$ cat src/rtl/cpu_pkg.sv
/******************************************************************************
 * Module : cpu_pkg
 * Shared opcodes, PC-select encodings and fetch FSM states for the CPU core.
 * Rev    : 1.0  initial release
 ******************************************************************************/
`default_nettype none

package cpu_pkg;

  localparam int INSTR_W = 16;

  localparam logic [3:0] OP_JAL  = 4'b0000;
  localparam logic [3:0] OP_JALR = 4'b0001;
  localparam logic [3:0] OP_BEQ  = 4'b0010;
  localparam logic [3:0] OP_BLE  = 4'b0011;
  localparam logic [3:0] OP_LW   = 4'b0100;
  localparam logic [3:0] OP_SW   = 4'b0101;
  localparam logic [3:0] OP_ADD  = 4'b0110;
  localparam logic [3:0] OP_SUB  = 4'b0111;
  localparam logic [3:0] OP_AND  = 4'b1000;
  localparam logic [3:0] OP_OR   = 4'b1001;
  localparam logic [3:0] OP_XOR  = 4'b1010;
  localparam logic [3:0] OP_SLL  = 4'b1011;
  localparam logic [3:0] OP_SRL  = 4'b1100;
  localparam logic [3:0] OP_ADDI = 4'b1101;
  localparam logic [3:0] OP_ANDI = 4'b1110;
  localparam logic [3:0] OP_ORI  = 4'b1111;

  localparam logic [1:0] PC_SEQ = 2'b00;
  localparam logic [1:0] PC_REL = 2'b01;
  localparam logic [1:0] PC_REG = 2'b10;

  typedef enum logic [1:0] {
    ST_FETCH = 2'd0,
    ST_ISSUE = 2'd1,
    ST_EXEC  = 2'd2,
    ST_ERROR = 2'd3
  } fetch_state_t;

endpackage

`default_nettype wire

$ cat src/rtl/pc_next_sel.sv
/******************************************************************************
 * Module : pc_next_sel
 * Selects the next PC from the ControlUnit's PCsrc and flags odd targets.
 * Rev    : 1.0  initial release
 ******************************************************************************/
`default_nettype none

module pc_next_sel
  import cpu_pkg::*;
#(
  parameter int AW = 16
) (
  input  logic [1:0]    pcsrc,
  input  logic [AW-1:0] pc,
  input  logic [AW-1:0] br_target,
  input  logic [AW-1:0] reg_target,
  output logic [AW-1:0] next_pc,
  output logic          misalign
);

  logic [AW-1:0] w_seq_pc;

  // Sequential step wraps modulo 2^AW.
  assign w_seq_pc = pc + AW'(2);

  always_comb begin
    next_pc = w_seq_pc;
    case (pcsrc)
      PC_SEQ:  next_pc = w_seq_pc;
      PC_REL:  next_pc = br_target;
      PC_REG:  next_pc = reg_target;
      default: next_pc = w_seq_pc;
    endcase
  end

  assign misalign = next_pc[0];

endmodule

`default_nettype wire

$ cat src/rtl/instr_fetch_unit.sv
/******************************************************************************
 * Module : instr_fetch_unit
 * Multi-cycle fetch/issue/exec sequencer: owns the PC, fetches over req/ack.
 * Rev    : 1.0  initial release
 ******************************************************************************/
`default_nettype none

module instr_fetch_unit
  import cpu_pkg::*;
#(
  parameter int            AW       = 16,
  parameter logic [AW-1:0] RESET_PC = 16'h0000,
  parameter int            TIMEOUT  = 15
) (
  input  logic               clk,
  input  logic               rst_n,
  output logic               imem_req,
  output logic [AW-1:0]      imem_addr,
  input  logic               imem_ack,
  input  logic [INSTR_W-1:0] imem_rdata,
  output logic               instr_valid,
  input  logic               instr_ready,
  output logic [INSTR_W-1:0] instr,
  output logic [3:0]         op,
  output logic [AW-1:0]      pc_out,
  output logic [AW-1:0]      pc_plus2,
  input  logic               ex_valid,
  input  logic [1:0]         PCsrc,
  input  logic [AW-1:0]      br_target,
  input  logic [AW-1:0]      reg_target,
  output logic               fetch_err,
  output logic               align_err
);

  localparam logic [7:0] c_tmo_last = 8'(TIMEOUT - 1);

  fetch_state_t       r_state;
  fetch_state_t       w_state_nxt;
  logic [AW-1:0]      r_pc;
  logic [INSTR_W-1:0] r_instr;
  logic               r_req;
  logic [7:0]         r_cnt;
  logic               r_fetch_err;
  logic               r_align_err;
  logic [AW-1:0]      w_next_pc;
  logic               w_misalign;

  pc_next_sel #(.AW(AW)) u_pc_next_sel (
    .pcsrc      (PCsrc),
    .pc         (r_pc),
    .br_target  (br_target),
    .reg_target (reg_target),
    .next_pc    (w_next_pc),
    .misalign   (w_misalign)
  );

  always_ff @(posedge clk or negedge rst_n) begin
    if (!rst_n) r_state <= ST_FETCH;
    else        r_state <= w_state_nxt;
  end

  // r_req is low in FETCH only on the first edge after reset, so ack is ignored there.
  always_comb begin
    w_state_nxt = r_state;
    case (r_state)
      ST_FETCH: begin
        if (r_req) begin
          if (imem_ack)                 w_state_nxt = ST_ISSUE;
          else if (r_cnt == c_tmo_last) w_state_nxt = ST_ERROR;
        end
      end
      ST_ISSUE: if (instr_ready) w_state_nxt = ST_EXEC;
      ST_EXEC:  if (ex_valid)    w_state_nxt = w_misalign ? ST_ERROR : ST_FETCH;
      ST_ERROR: w_state_nxt = ST_ERROR;
      default:  w_state_nxt = ST_ERROR;
    endcase
  end

  always_ff @(posedge clk or negedge rst_n) begin
    if (!rst_n) begin
      r_pc        <= RESET_PC;
      r_instr     <= '0;
      r_req       <= 1'b0;
      r_cnt       <= 8'd0;
      r_fetch_err <= 1'b0;
      r_align_err <= 1'b0;
    end else begin
      r_req <= (w_state_nxt == ST_FETCH);
      if (r_state == ST_FETCH && r_req) begin
        if (imem_ack) begin
          r_instr <= imem_rdata;
          r_cnt   <= 8'd0;
        end else if (r_cnt == c_tmo_last) begin
          r_fetch_err <= 1'b1;
        end else begin
          r_cnt <= r_cnt + 8'd1;
        end
      end
      if (r_state == ST_EXEC && ex_valid) begin
        if (w_misalign) r_align_err <= 1'b1;
        else            r_pc        <= w_next_pc;
      end
    end
  end

  assign imem_req    = r_req;
  assign imem_addr   = r_pc;
  assign instr_valid = (r_state == ST_ISSUE);
  assign instr       = r_instr;
  assign op          = r_instr[15:12];
  assign pc_out      = r_pc;
  assign pc_plus2    = r_pc + AW'(2);
  assign fetch_err   = r_fetch_err;
  assign align_err   = r_align_err;

endmodule

`default_nettype wire

$ cat config.mk
export PLATFORM = sky130hd
export DESIGN_NAME = instr_fetch_unit
export DESIGN_NICKNAME = d
export VERILOG_FILES = /design/src/rtl/cpu_pkg.sv /design/src/rtl/pc_next_sel.sv /design/src/rtl/instr_fetch_unit.sv
export SDC_FILE = /design/constraint.sdc
export NUM_CORES = 1
export LEC_CHECK = 0
export ABC_AREA = 1
export CAP_MARGIN = 20
export CORE_MARGIN = 3
export CORE_UTILIZATION = 49
export CTS_BUF_LIST = sky130_fd_sc_hd__clkbuf_4
export CTS_CLUSTER_SIZE = 20
export DETAILED_ROUTE_END_ITERATION = 10
export HOLD_SLACK_MARGIN = 0.06
export PLACE_DENSITY = 0.95
export SLEW_MARGIN = 10
export SYNTH_ARGS = -nofsm -noshare
export SYNTH_HDL_FRONTEND = slang
export SYNTH_HIERARCHICAL = 1
export SYNTH_SLANG_ARGS = --single-unit
$ cat constraint.sdc
create_clock -name clk -period 3.2 [get_ports clk]
set_input_delay 0.64 -clock clk [delete_from_list [all_inputs] [get_ports clk]]
set_output_delay 0.64 -clock clk [all_outputs]
set_load 0.03 [all_outputs]
==> out/metrics.csv <==
metric,value,unit
average routed wire per standard cell,15.2,um
via count,3307,
post-CTS setup buffer count,0,
# port buffers,126,
drt drc,0,
critical path's largest stage delay,0.69,ns
grt total ovfl,0,
final worst slack,0.119,ns
die area,7470,um2
clock slew at the register clock pins of the worst setup and hold paths,0.15,ns
Peak supply drop,0.842,mV
Post-synth EDFFs,0,
PD cells,923,nW/um2
"delay-heaviest family, CP",buffers and inverters,
layout cell share with drive strength beyond 1,0.106,
total CTS buffers,5,
die width,86.4,um
largest net degree at the start of global routing,46,
worst setup path class,flip-flop to primary output,
antenna-violating nets left,0,
pre-CTS setup slack,0.279,ns
Starting Density,0.520,
outcome,completed,
cell mode on critical path,nand3_1,
Final Hold Vio Count,0,
power consumption,0.00410,W
CP required,2.56,ns
row count,28,
Detailed Route Iter0 Violations,172,
"area leader, netlist",dfrtp_1,
CTS tree,built,
Mapped Nets,484,
setup TNS,0,ns
post-synthesis register bit count,45,
number of library cell types mapped by synthesis,37,
share of synthesized registers carrying an async set or reset,1.00,
RSZ-0062 raised after global routing,false,
Cells after Synth,423,
placed cell area,4320,um2
Clock Latency Late Sink,0.37,ns
Clock Path Buffers,2,
Final Slew Violations,0,
Final setup viols,0,
First-pass DRT Iterations,4,
IO Count,127,
Synth area leaders,"dfrtp_1 (36%), nand2_1 (14%), nand3_1 (6.5%)",
clk sink count,45,
proportion of synthesized chip area in sequential cells,0.355,
DRT Wirelength,9.20,mm
Worst path depth,6,
cells along the critical path,ha_1 -> nand3_1 -> nor2_1 -> nand3_1 -> xnor2_1 -> clkdlybuf4s50_1,
dpl hpwl,6.94,mm
Vias/cell,5.47,
Worst path slowest cell,clkdlybuf4s50_1,
initial antenna violation count,0,
routability congestion estimate,0.869,
Area Growth Syn to Fin,40.2,%
post-layout util,0.729,
Worst-Margin Slew,0.666,ns
Fmax achieved,325,MHz
All-Layer GR Usage,0.246,
Reg2Reg Depth,7,
CTS HTree Levels,2,
CP max FO,9,
Max Cap Viol,0,
Final Skew,0.0190,ns
diode count,0,
CP Launch Type,flip-flop,
Main synth FF type,dfrtp_1,
first-pass GRT wire length,14.9,mm
Yosys Warn Count,6,
Slew HR,0.555,
Pleak,2.10,nW
CP bufs+invs,1,
die height,86.4,um
CTS Root Cell,clkbuf_4,
layout net count,590,
Worst setup EP type,primary output,
Synth Cell Area,3170,um2
Yosys top cell area share,0.355,
crit share post-route,0.963,
HP Class,input port to asynchronous set/reset pin,
post-synthesis average cell area,7.49,um2
crit path time final,3.08,ns
number of global-route vias before repair,3253,
post-route cell area,4440,um2
Core Footprint,6100,um2
critical path arrival,2.44,ns
## final timing paths
path                              start      endpoint  slack, ns
hold / removal                    rst_n  imem_addr[0]       0.17
max in group asynchronous         rst_n      r_cnt[2]       2.53
setup / recovery           imem_addr[1]   pc_plus2[9]       0.12
setup reg to reg           imem_addr[0]  imem_addr[5]       1.36
min in group clk              align_err     align_err       0.49
hold reg to reg               align_err     align_err       0.49
## where the power goes
group / total (W) / internal, W / switching, W
Combinational: 0.00263 / 0.00108 / 0.00156
Sequential: 0.00109 / 0.000780 / 0.000314
Clock: 0.000371 / 0.000166 / 0.000206
Total: 0.00410 / 0.00203 / 0.00208
## layer usage
metal | up-vias | GRT usage | share of wire
met3 | 16 | 0.0627 | 0.099
met2 | 161 | 0.450 | 0.51
met4 | 0 | 0.0722 | 0.018
li1 | 1568 | - | -
met1 | 1562 | 0.281 | 0.37
met5 | - | 0 | 0
## cells in the final DEF, fill, tap and decap left out, types with 3 or more instances in the layout
master / instances
a22o_1: 8
dfrtp_1: 39
nand3_1: 41
nor2_1: 32
inv_1: 36
xor2_1: 7
o21ai_0: 10
a21oi_1: 18
xnor2_1: 6
buf_4: 8
nor2_4: 4
nand4_1: 8
dfrtp_2: 6
nand2_1: 121
ha_1: 6
mux2_2: 11
clkdlybuf4s50_1: 123
o21bai_1: 4
a22oi_1: 3
or2_2: 4
clkbuf_4: 5
nand2_2: 4
## sequential cells by signal, indices dropped and copies added (netlist names)
register   cells
r_state        2
r_cnt          8
imem_addr     16
align_err      1
fetch_err      1
imem_req       1
instr         16
## kinds of logic (layout without fill, tap and decap cells)
group | Yosys count | after routing | share of synthesized area
and+or+nand+nor | 225 | 225 | 0.321
buffers and inverters | 73 | 180 | 0.124
AOI/OAI and AO/OA | 50 | 50 | 0.100
DFF | 45 | 45 | 0.355
xor gates and xnor gates | 13 | 13 | 0.0359
muxes | 11 | 11 | 0.0391
adders and majority gates | 6 | 6 | 0.0237
## worst register-to-register path, cell delays in order, from the launching register on
cell     delay (ns)
dfrtp_1        0.45
nor2_1         0.12
a21oi_1        0.06
nor2_1         0.18
nand2_1        0.43
buf_4          0.33
nor2_1         0.11
a21oi_1        0.06
## metrics by stage
stage,hold slack (ns),instances
2_1_floorplan,0.344,423
4_1_cts,0.441,604
6_report,0.171,605
5_1_grt,0.182,605
3_5_place_dp,0.459,596
3_3_place_gp,0.454,596
## synth_stat cells (2+ instances only)
| master | n |
|---|---|
| ha_1 | 6 |
| dfrtp_1 | 45 |
| nand2_1 | 121 |
| buf_6 | 2 |
| nor3_1 | 3 |
| o21ai_0 | 10 |
| nand2_2 | 4 |
| clkbuf_1 | 2 |
| nand3b_1 | 2 |
| a22oi_1 | 3 |
| xor2_1 | 7 |
| xnor2_1 | 6 |
| or2_2 | 4 |
| mux2_2 | 11 |
| nand3_2 | 2 |
| buf_4 | 22 |
| nor2_1 | 32 |
| nor2_2 | 2 |
| nand4_1 | 8 |
| o21bai_1 | 4 |
| a221oi_1 | 2 |
| inv_1 | 36 |
| a22o_1 | 8 |
| clkbuf_2 | 2 |
| nor2_4 | 4 |
| buf_2 | 7 |
| a21oi_1 | 18 |
| nand3_1 | 41 |
## what timing repair did
action,in CTS,in global routing
hold buffers,0,0
resized for setup,2,7
endpoints found under the setup margin,3,6
## cell type report
type | instances | area (um2)
Tap cell | 75 | 93.8
Sequential cell | 45 | 1130
Clock buffer | 5 | 37.5
Timing Repair Buffer | 135 | 1340
Fill cell | 461 | 1650
Multi-Input combinational cell | 305 | 1650
Inverter | 37 | 139
Clock inverter | 3 | 46.3
Power figures use the tool's default switching activity.
==> variant (same settings) <==
Register the output `fetch_err` once more, with the module's reset; this adds one clock of latency there. The other outputs are not delayed to match.
--- a/src/rtl/instr_fetch_unit.sv
+++ b/src/rtl/instr_fetch_unit.sv
@@ -110,7 +110,13 @@
   assign op          = r_instr[15:12];
   assign pc_out      = r_pc;
   assign pc_plus2    = r_pc + AW'(2);
-  assign fetch_err   = r_fetch_err;
+  always_ff @(posedge clk or negedge rst_n) begin
+    if (!rst_n) begin
+      fetch_err <= '0;
+    end else begin
+      fetch_err <= r_fetch_err;
+    end
+  end
   assign align_err   = r_align_err;
 
 endmodule
Function: no difference found for any inputs over 10 cycles, from zero or initial values and one cycle with rst_n low; that may be too few to reach the edited logic, so the function may still have changed.
==> variant against the unedited design <==
Wire length shrank 2.0%. Sequential cell count rose by 1. Area after synthesis increased by 0.79%. Power decreased by 0.60%. Clock skew hardly changed. Worst setup slack improved by 0.0072 ns. Cell area increased by 0.59%. Maximum frequency up 0.23%. Synthesized cell count increased by 0.24%. Highest routed layer unchanged.
==> variant: results (changes against the unedited design) <==
- The largest net degree at the start of global routing is 47 (+2.2%).
- The maximum clock insertion buffer count came to 2 (unchanged).
- The maximum resistive drop on vdd came to 726 uV (-14%).
- The starting DRC count in detailed routing is 140 (-19%).
* Fillers: 464 (+0.65%)
* Clock tree root driver cell: sky130_fd_sc_hd__clkbuf_4
* Portion of the post-synthesis area used by sequential elements: 0.360 (+0.00505)
- Maximum fanout along the worst path: 8 (-1)
- At the worst endpoint, the arrival time is 2.43 ns.
* Number of clock buffers inserted by TritonCTS: 5 (unchanged)
* Most instantiated cells after synthesis: sky130_fd_sc_hd__nand2_1, sky130_fd_sc_hd__dfrtp_1, sky130_fd_sc_hd__nand3_1
- Outcome: complete, no violations
* Number of post-CTS setup repair buffers: 0 (unchanged)
- In this run the critical register-to-register path is launched from imem_addr[2].
* Total of endpoints with negative setup slack in the final report: 0 (unchanged)
* Post-Synthesis Net Count: 485 (+0.21%)
* Nets@finish: 589 (-0.17%)
- The number of vias after detailed routing was 3272 (-1.1%).
- Number of endpoints with negative hold slack in the final report: 0 (unchanged)
- Source-to-sink clock delay at the later pin of the worst-skew pair: ~0.36 ns
- Class of the tightest hold or removal check: primary input to asynchronous set/reset pin
- By area the synthesized netlist is led by sky130_fd_sc_hd__dfrtp_1, sky130_fd_sc_hd__nand2_1, sky130_fd_sc_hd__nand3_1, sky130_fd_sc_hd__buf_4, sky130_fd_sc_hd__inv_1.
- FF-to-FF path depth: 9 (+2)
- Proportion of layout cells with a drive suffix above 1: 0.104 (-0.00169)
- Average detailed-routed wire length per instance: 14.9 microns (-1.9%)
- RePlAce Congestion: 0.910 (+4.7%)
* Worst-case clock skew: 0.0194 ns (+0.000315 ns)
- The number of input and output port buffers inserted is 126 (unchanged).
- Static Leakage: 0.00213 uW (+1.4%)
- Number of antenna cells inserted: 0 (unchanged)
- The critical path in this run is classified as flip-flop to output port.
- The share of async-settable or async-resettable flops after synthesis was 1.00 (unchanged).
* Clock input transition at the sequential cells of the worst setup and hold paths: 0.14 ns
- The pin slew with the least headroom to its limit was 0.557 ns (-0.109 ns).
- The global routing usage summed across all routing layers is 0.242 (-0.00405).
- Post-DP HPWL: 6830 microns (-1.6%)
- Sw Ratio: 0.501 (-0.00549)
* Synth warn: 6 (unchanged)
- The number of enable flip-flop cells after synthesis came to 0 (unchanged).
- Wire length of the first global-routing pass: 14700 microns (-1.7%)
- The number of H-tree levels came to 2 (unchanged).
* Top FF cell, synth: sky130_fd_sc_hd__dfrtp_1
* Initial antenna violation count: 0 (unchanged)
[variant: cell families (layout without fill, tap and decap cells)]
kind of cell | count (synthesis) | in the layout | synth area share
compound gates | 50 | 50 | 0.0995
fa+ha+maj | 6 | 6 | 0.0235
xor+xnor | 13 | 13 | 0.0356
buf+inv | 73 | 178 | 0.123
simple gates | 225 | 225 | 0.319
flops | 46 | 46 | 0.360
mux | 11 | 11 | 0.0388
[variant: layout make-up]
type                            count  share of cell area
Clock buffer                        6              0.0101
Clock inverter                      2             0.00840
Inverter                           37              0.0311
Multi-Input combinational cell    305               0.370
Sequential cell                    46               0.260
Tap cell                           75              0.0210
Timing Repair Buffer              133               0.300
[variant: path summary, 6_finish.rpt]
kind                       slack [ns]             to
min reg2reg                      0.42      fetch_err
max in group asynchronous        2.43  imem_addr[15]
min in group clk                 0.42      fetch_err
min                              0.24   imem_addr[0]
max reg2reg                      1.43  imem_addr[15]
max                              0.13    pc_plus2[7]
[variant: per-stage QoR]
stage          instance area [sq um]  setup WS, ns  instances
2_1_floorplan                   3190         0.696        424
3_3_place_gp                    4330         0.472        595
3_5_place_dp                    4330         0.312        595
4_1_cts                         4420        0.0184        603
5_1_grt                         4470       0.00456        604
6_report                        4470         0.126        604
[variant: metal layers]
layer  track usage  part of all wire  vias to the layer above
met5             0                 0                        -
met4        0.0737             0.015                        0
met3        0.0618             0.091                       13
met2         0.442              0.51                      145
met1         0.275              0.38                     1545
li1              -                 -                     1569
[variant: timing repair]
action	in CTS	in global routing
setup endpoints to repair	3	6
hold endpoints to repair	0	0
gates resized for setup	1	11
cloned	0	0
hold buffers	0	0
[variant: worst max-delay path, cell delays in order (launching register included)]
cell and delay [ns]:
sky130_fd_sc_hd__dfrtp_1 0.49, sky130_fd_sc_hd__ha_1 0.23, sky130_fd_sc_hd__nand3_1 0.20, sky130_fd_sc_hd__nor3_2 0.27, sky130_fd_sc_hd__xor2_1 0.19, sky130_fd_sc_hd__clkdlybuf4s50_1 0.69
[variant: power by group through the flow]
| stage | combinational (uW) | clock [uW] | sequential [uW] |
|---|---|---|---|
| 2_1_floorplan | 1370 | 0 | 1410 |
| 3_3_place_gp | 2530 | 0 | 1110 |
| 3_5_place_dp | 2590 | 0 | 1130 |
| 4_1_cts | 2600 | 369 | 1120 |
| 5_1_grt | 2750 | 393 | 1170 |
| 6_report | 2580 | 359 | 1130 |
